--- config.mk ---
export PLATFORM = sky130hd
export DESIGN_NAME = hazard_scoreboard
export DESIGN_NICKNAME = d
export VERILOG_FILES = /design/src/rtl/hazard_scoreboard_pkg.sv /design/src/rtl/wb_match.sv /design/src/rtl/hazard_scoreboard.sv
export SDC_FILE = /design/constraint.sdc
export NUM_CORES = 1
export LEC_CHECK = 0
export CORE_MARGIN = 2
export CORE_UTILIZATION = 35
export CTS_CLUSTER_DIAMETER = 120
export DETAILED_ROUTE_END_ITERATION = 16
export PLACE_DENSITY = 0.6
export SETUP_SLACK_MARGIN = 0.5
export SYNTH_ARGS = -nofsm -noshare
export SYNTH_HDL_FRONTEND = slang
export SYNTH_SLANG_ARGS = --single-unit
--- constraint.sdc ---
create_clock -name clk -period 10.2 [get_ports clk]
set_input_delay 2.04 -clock clk [delete_from_list [all_inputs] [get_ports clk]]
set_output_delay 2.04 -clock clk [all_outputs]
set_load 0.01 [all_outputs]
--- src/rtl/hazard_scoreboard_pkg.sv ---
// Shared CPU definitions for the hazard scoreboard: source-slot names and the
// forwarding-select encoding for "read from register file".
package hazard_scoreboard_pkg;

  typedef enum logic [1:0] {
    RS1 = 2'd0,
    RS2 = 2'd1,
    RS3 = 2'd2
  } src_slot_e;

  localparam int NSRC   = 3;
  localparam int FWD_RF = 0;

endpackage

--- src/rtl/wb_match.sv ---
// Priority match of one register query {fp, idx} against all writeback ports;
// returns k+1 for the lowest matching port k, FWD_RF when nothing matches.
module wb_match
  import hazard_scoreboard_pkg::*;
#(
  parameter int NREG = 32,
  parameter int NWB  = 2
) (
  input  logic                           fp,
  input  logic [$clog2(NREG)-1:0]        idx,
  input  logic [NWB-1:0]                 wb_valid,
  input  logic [NWB-1:0]                 wb_fp,
  input  logic [NWB*$clog2(NREG)-1:0]    wb_rd,
  output logic [$clog2(NWB+1)-1:0]       sel
);

  localparam int RW = $clog2(NREG);
  localparam int FW = $clog2(NWB + 1);

  // Scan from the highest port down so the lowest matching port is left in sel.
  always_comb begin
    sel = FW'(FWD_RF);
    for (int k = NWB - 1; k >= 0; k--) begin
      if (wb_valid[k] && (wb_fp[k] == fp) && (wb_rd[k*RW +: RW] == idx) &&
          (fp || (idx != '0))) begin
        sel = FW'(k + 1);
      end
    end
  end

endmodule

--- src/rtl/hazard_scoreboard.sv ---
// Register hazard scoreboard: tracks pending writers per {fp, idx}, raises a
// combinational stall on RAW/WAW/capacity hazards and selects WB forwarding.
module hazard_scoreboard
  import hazard_scoreboard_pkg::*;
#(
  parameter int NREG     = 32,
  parameter int NWB      = 2,
  parameter int MAX_INFL = 4
) (
  input  logic                             clk,
  input  logic                             rst,
  input  logic                             iss_valid,
  input  logic                             iss_wr,
  input  logic                             iss_fp,
  input  logic [$clog2(NREG)-1:0]          iss_rd,
  input  logic [2:0]                       src_use,
  input  logic [2:0]                       src_fp,
  input  logic [3*$clog2(NREG)-1:0]        src_idx,
  input  logic [NWB-1:0]                   wb_valid,
  input  logic [NWB-1:0]                   wb_fp,
  input  logic [NWB*$clog2(NREG)-1:0]      wb_rd,
  input  logic                             flush,
  output logic                             stall,
  output logic [3*$clog2(NWB+1)-1:0]       fwd_sel,
  output logic [$clog2(MAX_INFL+1)-1:0]    inflight
);

  localparam int RW = $clog2(NREG);
  localparam int FW = $clog2(NWB + 1);
  localparam int CW = $clog2(MAX_INFL + 1);
  localparam int NE = 2 * NREG;

  logic [NE-1:0]   pending;
  logic [FW-1:0]   src_sel [NSRC];
  logic [FW-1:0]   rd_sel;
  logic [NSRC-1:0] src_haz;
  logic [NE-1:0]   clr_vec, clr_eff, set_vec;
  logic [RW:0]     iss_ix;
  logic            rd_hit, waw, commit, inc;
  logic [CW-1:0]   infl_nxt;
  int              n_clr;

  function automatic logic [CW-1:0] sat_cnt(input int cur, input int up, input int dn);
    int t;
    t = cur + up - dn;
    if (t < 0) return '0;
    if (t > MAX_INFL) return CW'(MAX_INFL);
    return CW'(t);
  endfunction

  for (genvar s = 0; s < NSRC; s++) begin : g_src
    wb_match #(.NREG(NREG), .NWB(NWB)) u_src_match (
      .fp       (src_fp[s]),
      .idx      (src_idx[s*RW +: RW]),
      .wb_valid (wb_valid),
      .wb_fp    (wb_fp),
      .wb_rd    (wb_rd),
      .sel      (src_sel[s])
    );
    assign fwd_sel[s*FW +: FW] = src_sel[s];
  end

  wb_match #(.NREG(NREG), .NWB(NWB)) u_rd_match (
    .fp       (iss_fp),
    .idx      (iss_rd),
    .wb_valid (wb_valid),
    .wb_fp    (wb_fp),
    .wb_rd    (wb_rd),
    .sel      (rd_sel)
  );

  assign iss_ix = {iss_fp, iss_rd};
  assign rd_hit = (rd_sel != FW'(FWD_RF));

  // Hazard detection; a same-cycle writeback to the entry resolves the hazard.
  always_comb begin
    src_haz = '0;
    for (int s = 0; s < NSRC; s++) begin
      src_haz[s] = src_use[s] & pending[{src_fp[s], src_idx[s*RW +: RW]}] &
                   (src_sel[s] == FW'(FWD_RF));
    end
  end

  // Duplicate ports land on the same bit, so they count as a single clear.
  always_comb begin
    clr_vec = '0;
    for (int k = 0; k < NWB; k++) begin
      if (wb_valid[k]) begin
        clr_vec[{wb_fp[k], wb_rd[k*RW +: RW]}] =
          clr_vec[{wb_fp[k], wb_rd[k*RW +: RW]}] | pending[{wb_fp[k], wb_rd[k*RW +: RW]}];
      end
    end
  end

  assign waw    = iss_wr & pending[iss_ix] & ~rd_hit;
  assign stall  = iss_valid & ((|src_haz) | waw |
                  (iss_wr & (inflight == CW'(MAX_INFL)) & ~(|clr_vec)));
  assign commit = iss_valid & iss_wr & ~stall & ~flush & (iss_fp | (iss_rd != '0));

  // Set wins over a same-entry clear: the entry stays pending and neither counts.
  always_comb begin
    set_vec = '0;
    if (commit) set_vec[iss_ix] = 1'b1;
    clr_eff = clr_vec & ~set_vec;
    inc     = commit & ~clr_vec[iss_ix];
    n_clr   = 0;
    for (int i = 0; i < NE; i++) begin
      n_clr = n_clr + int'(clr_eff[i]);
    end
    infl_nxt = sat_cnt(int'(inflight), int'(inc), n_clr);
  end

  always_ff @(posedge clk or posedge rst) begin
    if (rst) begin
      pending  <= '0;
      inflight <= '0;
    end else if (flush) begin
      pending  <= '0;
      inflight <= '0;
    end else begin
      pending  <= (pending & ~clr_eff) | set_vec;
      inflight <= infl_nxt;
    end
  end

endmodule

# Word level (Yosys, flattened, before mapping)

Memory sizes are Yosys's and may differ from the RTL's.
Index checks and enable logic that the tools add are counted.

Bits in latches: 0
Memories kept: 1
Bits in registers: 67
Logic and storage cells: 213
Input bits: 46
Memory bits (read-only): 64
Bits in writable memories: 0

Multiply operators: 0
Equality and inequality tests: 17
$lt $le $gt $ge: 11
Multiplexer cells: 44
Divide/modulo/power cells: 0
Reductions and logical operators: 41
Shift operators: 0
Add/sub/neg operators: 65
Bitwise logic cells: 32

Memory list:

| name             | words | bits a word | rd ports | clocked after memory_dff | wr ports | line                    | RTL |
|---|---|---|---|---|---|---|---|
| (name not given) | 64    | 1           | 1        | 0                        | 0        | hazard_scoreboard.sv:90 | `clr_vec[{wb_fp[k], wb_rd[k*RW +: RW]}] \| pending[{wb_fp[k], wb_rd[k*RW +: RW]}];` |

Operators by type and width:

| cell                                                         | number |
|---|---|
| adder 32 x 2 -> 32 bit                                       | 32 |
| two-way mux 64 bit                                           | 4 |
| bitwise AND 64 bit                                           | 3 |
| NOT 64 bit                                                   | 2 |
| bitwise mux 64 bit                                           | 1 |
| bitwise OR 64 bit                                            | 1 |
| OR reduction 64 bit                                          | 1 |
| binary-select mux 1 bit (select 6 bit)                       | 8 |
| less-than comparator 6 x 7 -> 1 bit (second input constant)  | 6 |
| equality test 5 bit                                          | 8 |
| adder 31 x 1 -> 32 bit                                       | 1 |
| > comparator 32 x 4 -> 1 bit (second input constant)         | 1 |
| less-than comparator 32 x 1 -> 1 bit (second input constant) | 1 |
| subtractor 5 x 32 -> 32 bit                                  | 1 |
| adder 30 x 1 -> 31 bit                                       | 1 |
| adder 29 x 1 -> 30 bit                                       | 1 |
| adder 28 x 1 -> 29 bit                                       | 1 |
| adder 27 x 1 -> 28 bit                                       | 1 |
| adder 26 x 1 -> 27 bit                                       | 1 |
| logical AND 1 bit                                            | 27 |
| adder 25 x 1 -> 26 bit                                       | 1 |
| adder 24 x 1 -> 25 bit                                       | 1 |
| adder 23 x 1 -> 24 bit                                       | 1 |
| adder 22 x 1 -> 23 bit                                       | 1 |
| other kinds (36)                                             | 104 |

# Depth between registers and ports, before layout

Word-level depth: 93
Gate-level depth with buffers: 48
Gate-level depth less buffers: 40

# By module

Synthesis repeated with hierarchy kept, for this count alone.

Cell total of the unflattened synthesis: 1592
Area total of the unflattened synthesis: 13660.6 um2

Modules (own cells, without submodules):

| module            | cells each | times used | area each (um2) |
|---|---|---|---|
| hazard_scoreboard | 1512       | 1          | 13035.0 |
| wb_match          | 20         | 4          | 156.4 |

# Worst setup path after synthesis

No wires, ideal clock.

Path type: in2reg
Start: input port src_idx[11]
End: register inflight[0]
Slack: -2.301 ns
Setup time: 0.067 ns
Data arrival time: 12.434 ns
Stages on the path: 40
Cells stage by stage: clkbuf_1 > clkbuf_1 > mux4_2 > mux4_2 > mux4_2 > and4b_1 > or4_1 > buf_2 > or3_1 > buf_2 > buf_2 > o21a_1 > fa_1 > inv_1 > ha_1 > inv_1 > fa_1 > inv_1 > [... 4 more ...] > fa_1 > inv_1 > fa_1 > fa_1 > inv_1 > ha_1 > inv_1 > fa_1 > nor2b_1 > o21ai_0 > nand2b_1 > a21oi_1 > o21ai_0 > ha_1 > nand4b_1 > nor3_1 > and3_1 > and3_1

Longest elaborated chain between the ends: 88
Elaborated cells on any way between the ends: 101

RTL lines:

| what                                                                                           | line                     | RTL |
|---|---|---|
| start, declared                                                                                | hazard_scoreboard.sv:18  | `input logic [3*$clog2(NREG)-1:0] src_idx,` |
| parallel branches: the longest is 6 deep, another holds binary-select mux 1 bit (select 6 bit) | --                       |  |
| bitwise AND 1 bit *                                                                            | hazard_scoreboard.sv:79  | `src_haz[s] = src_use[s] & pending[{src_fp[s], src_idx[s*RW +: RW]}] &` |
| OR reduction 3 bit *                                                                           | hazard_scoreboard.sv:96  | `assign stall = iss_valid & ((\|src_haz) \| waw \|` |
| bitwise OR 1 bit * (2 in series)                                                               | hazard_scoreboard.sv:96  |  |
| bitwise AND 1 bit *                                                                            | hazard_scoreboard.sv:96  |  |
| NOT 1 bit *                                                                                    | hazard_scoreboard.sv:98  | `assign commit = iss_valid & iss_wr & ~stall & ~flush & (iss_fp \| (iss_rd != '0));` |
| bitwise AND 1 bit * (3 in series)                                                              | hazard_scoreboard.sv:98  |  |
| two-way mux 64 bit                                                                             | hazard_scoreboard.sv:103 | `if (commit) set_vec[iss_ix] = 1'b1;` |
| [... 32 more ...]                                                                              | --                       |  |
| adder 31 x 1 -> 32 bit                                                                         | hazard_scoreboard.sv:108 | `n_clr = n_clr + int'(clr_eff[i]);` |
| adder 32 x 2 -> 32 bit (32 in series)                                                          | hazard_scoreboard.sv:108 |  |
| subtractor 5 x 32 -> 32 bit *                                                                  | hazard_scoreboard.sv:45  | `t = cur + up - dn;` |
| > comparator 32 x 4 -> 1 bit                                                                   | hazard_scoreboard.sv:47  | `if (t > MAX_INFL) return CW'(MAX_INFL);` |
| two-way mux 1 bit (2 in series)                                                                | hazard_scoreboard.sv:47  |  |
| two-way mux 3 bit                                                                              | hazard_scoreboard.sv:48  | `return CW'(t);` |
| two-way mux 3 bit *                                                                            | hazard_scoreboard.sv:47  |  |
| two-way mux 3 bit *                                                                            | hazard_scoreboard.sv:117 | `end else if (flush) begin` |
| end signal, assigned                                                                           | hazard_scoreboard.sv:122 | `inflight <= infl_nxt;` |
| end, declared                                                                                  | hazard_scoreboard.sv:25  | `output logic [$clog2(MAX_INFL+1)-1:0] inflight` |

Mark *: on every way between the ends. The select of a mux whose other input is x is not followed.

# Worst setup path after layout

Start: input port wb_rd[7]
End: register inflight[1]

Longest elaborated chain between the ends: 88
Elaborated cells on any way between the ends: 133

RTL lines:

| what                                                                                    | line                                    | RTL |
|---|---|---|
| start, declared                                                                         | hazard_scoreboard.sv:21                 | `input logic [NWB*$clog2(NREG)-1:0] wb_rd,` |
| less-than comparator 6 x 7 -> 1 bit (not written as such), or another cell as far along | hazard_scoreboard.sv:89                 | `clr_vec[{wb_fp[k], wb_rd[k*RW +: RW]}] =` |
| logical AND 1 bit, on equally long branches                                             | hazard_scoreboard.sv:89, wb_match.sv:24 |  |
| two-way mux 1 bit (not written as such) / logical AND 1 bit (equally long branches)     | hazard_scoreboard.sv:89, wb_match.sv:24 |  |
| demux 1 bit (select 6 bit) / two-way mux 2 bit (equally long branches)                  | hazard_scoreboard.sv:89, wb_match.sv:24 |  |
| bitwise mux 64 bit / two-way mux 2 bit (equally long branches)                          | hazard_scoreboard.sv:89, wb_match.sv:24 |  |
| two-way mux 64 bit, or another cell as far along                                        | hazard_scoreboard.sv:88                 | `if (wb_valid[k]) begin` |
| OR reduction 64 bit, or another cell as far along                                       | hazard_scoreboard.sv:97                 | `(iss_wr & (inflight == CW'(MAX_INFL)) & ~(\|clr_vec)));` |
| NOT 1 bit, or another cell as far along                                                 | hazard_scoreboard.sv:97                 |  |
| [... 40 more ...]                                                                       | --                                      |  |
| adder 31 x 1 -> 32 bit                                                                  | hazard_scoreboard.sv:108                |  |
| adder 32 x 2 -> 32 bit (32 in series)                                                   | hazard_scoreboard.sv:108                |  |
| subtractor 5 x 32 -> 32 bit *                                                           | hazard_scoreboard.sv:45                 |  |
| > comparator 32 x 4 -> 1 bit                                                            | hazard_scoreboard.sv:47                 |  |
| two-way mux 1 bit (2 in series)                                                         | hazard_scoreboard.sv:47                 |  |
| two-way mux 3 bit                                                                       | hazard_scoreboard.sv:48                 |  |
| two-way mux 3 bit *                                                                     | hazard_scoreboard.sv:47                 |  |
| two-way mux 3 bit *                                                                     | hazard_scoreboard.sv:117                |  |

Mark *: on every way between the ends. The rest lies on a longest branch, timed or not. The select of a mux whose other input is x is not followed.

==> metrics.txt <==
outcome finished with violations; failing checks negative setup slack; Internal 0.8736 mW; die width 196.3 um; most frequent cell after synthesis nand2_1; Mean Syn Cell Area 8.373 um^2; Most used DFF post-synth dfrtp_1; maxcap violations 0; full die area 38510 um^2; largest net degree at the start of global routing 68; simple-gate share of the synthesized area around a fifth; Pleak ~8.6 nW; Psw 0.5650 mW; Syn Inst Count 1545; Syn Std Cell Area 12940 um^2; cts hold-fix bufs 0; Mapped Nets 1717; Hold Path Origin pending[0]; Hold/Removal Path Class register to register; vias in the first global route 16870; clk_lat worst skew approximately 0.36 ns; Peak VDD IR roughly 290 uV; Flop pwr share around a fifth; gpl congestion 1.088; wire per inst around 32 um; Post-Synth Adder-Cell Area between 10% and 20%; WL final about 84000 um; CP top delay family adder cells; core area between 30000 and 40000 um^2; post-synthesis sequential area ratio 12.96%; Vias around 17000; Synth async-reset ratio 100.0%; synthesis-to-layout area growth 57.30%; DRT iter0 DRCs 2511; mux contribution to synthesized area 16.35%; Max clock buf depth 2; WS Path Type input pin to register; Synth area leader dfrtp_1; Util after Layout 55.71%; Final period util 121.5%; Peak Freq ~81 MHz; CP Data Required Time 10.50 ns; # clock sinks 67; Ys Warns 0; layout cells sized above 1 ~44%; Finish-stage setup viols 3; clock root buffer clkbuf_16; first-pass GRT wire length 121100 um; post-route ant nets 0; Starting Density 35.42%; via density per instance between 6 and 7; io pins 56; Crit Path Max Fanout 8; worst endpoint data arrival time 12.69 ns; fin nets 2347; CP bufs+invs 15; initial antenna violation count 3; Chip Height 196.3 um; FF-to-FF Start pending[20]; Post-Route Setup TNS -6.487 ns; top cell type's share of synthesized area 12.96%; Min Clock Period, post-route between 10 and 15 ns; worst clock skew approximately 0.0086 ns; # H-tree levels 3; worst-margin pin slew 1.274 ns; Final Max Tran Viols 0; switching power share of the total 39.28%; Worst-path clk slew about 0.07 ns; startpoint types input pin; largest family of logic cells by synthesized area compound AO/OA/AOI/OAI gates; Rows 70; DP Wirelength 67720 um; Netlist cell types 81; EDFF count, synth 0; Logic pwr share 57.7%; Remaining DRCs 0; Synth area leaders dfrtp_1 13%, mux4_2 12%, fa_1 9.0%; Synth Area in Compound Gates between 20% and 30%; Crit. End Element register; IO Port Bufs 55; final hold viol count 0; CTS tree built; PwrDens 70.70 nW/um^2; slew margin rel. between 10% and 20%; final worst slack -2.192 ns; CTS Buf Count 9; grt ovf 0; Commonest cells post-synth 173 x nand2_1, 109 x clkbuf_1, 102 x inv_1, 90 x o21ai_0, 71 x mux4_2; RSZ-0062 raised after global routing yes; part of the power in the clock network about a quarter; Synth Area in XOR/XNOR 3.656%; slowest stage cell, crit path fa_2; register bit count reported by yosys 67; Global Route Usage Sum 43.86%; TritonRoute pass-1 iters 6; Most common cell on crit path fa_1; CP Launch Point wb_rd[7]; Critical Path Max Stage Delay 0.62 ns
sequential cells by signal (all words and copies together) (netlist names):
signal    count
pending      64
inflight      3
stage by stage:
stage	cells	hold slack, ns	area, um^2	setup WS [ns]	power, mW
6_report	2649	0.7141	20350	-2.192	1.439
5_1_grt	2649	0.7465	20350	-2.524	1.511
4_1_cts	2628	0.7030	19870	-1.959	1.365
3_5_place_dp	2545	0.6902	18660	-3.085	0.9134
3_3_place_gp	2545	0.6754	18660	-2.957	0.8992
2_1_floorplan	1545	0.5474	13130	-1.499	0.6210
timing repair:
action | in CTS | in global routing
gates cloned | 6 | 1
resized for setup | 125 | 83
endpoints found under the setup margin | 3 | 3
pin swaps | 40 | 47
setup buffers | 61 | 19
placed cells by master, fill, tap and decap left out, drive strengths merged, types with 6 or more instances in the layout:
| cell | count |
|---|---|
| buf | 727 |
| nand2 | 173 |
| inv | 104 |
| o21ai | 97 |
| mux4 | 71 |
| ha | 68 |
| dfrtp | 67 |
| nand3 | 59 |
| fa | 58 |
| nor2 | 57 |
| o32ai | 55 |
| a22oi | 49 |
| mux2i | 47 |
| xnor2 | 41 |
| a21oi | 41 |
| o22ai | 40 |
| clkdlybuf4s50 | 38 |
| nor3 | 34 |
| o31ai | 23 |
| nand4 | 19 |
| nor4 | 19 |
| and3 | 16 |
| xor2 | 13 |
| a31oi | 12 |
| clkbuf | 12 |
| or3 | 12 |
| o211ai | 11 |
| or3b | 11 |
| nor3b | 11 |
| and4b | 10 |
| nand3b | 9 |
| nor2b | 8 |
| nand2b | 7 |
| o31a | 7 |
| o21a | 7 |
| o21ba | 7 |
| nor4bb | 7 |
| o41ai | 6 |
| o22a | 6 |
power groups by stage:
| stage | clock network, mW | registers, mW | logic (mW) |
|---|---|---|---|
| finish | 0.337 | 0.271 | 0.830 |
| global route | 0.350 | 0.271 | 0.890 |
| CTS | 0.337 | 0.271 | 0.757 |
| detailed placement | 0 | 0.276 | 0.637 |
| global placement | 0 | 0.276 | 0.623 |
| floorplan | 0 | 0.276 | 0.345 |
final timing paths:
kind	to	slack, ns	cells after the start
worst max-delay path	inflight[1]	-2.19	47
worst min-delay path	pending[0]	0.71	2
worst max register to register	inflight[1]	-0.86	38
worst min register to register	pending[0]	0.71	2
max in group asynchronous	pending[21]	7.21	3
min in group asynchronous	pending[14]	2.31	3
cell families (layout without fill, tap and decap cells):
group | after synthesis | in the layout
buffers and inverters | 261 | 894
muxes | 122 | 122
DFF | 67 | 67
adders and majority gates | 126 | 126
AOI/OAI and AO/OA | 430 | 430
xor gates and xnor gates | 54 | 54
other | 0 | 1
and+or+nand+nor | 485 | 487
final cells by class:
type | count | area [um^2]
tap | 468 | 585.6
inverter | 102 | 382.9
antenna | 1 | 2.502
multi-input combinational | 1219 | 10860
timing repair buffer | 776 | 6536
sequential | 67 | 1677
fill | 3330 | 16170
clock inverter | 7 | 76.32
clock buffer | 9 | 225.2
worst register-to-register path, delay by kind of cell, from the launching register on:
family | cells | cell delay [ns]
simple gates | 9 | 2.42
fa+ha+maj | 13 | 5.12
buf+inv | 9 | 0.84
mux | 3 | 1.48
compound gates | 4 | 0.60
flops | 1 | 0.56
layer usage:
layer  part of all wire (%)  track usage (%)
met1                     40            60.87
met2                     42            65.55
met3                     11            7.908
met4                    6.4            21.86
met5                  0.028                0
Power figures use the tool's default switching activity.
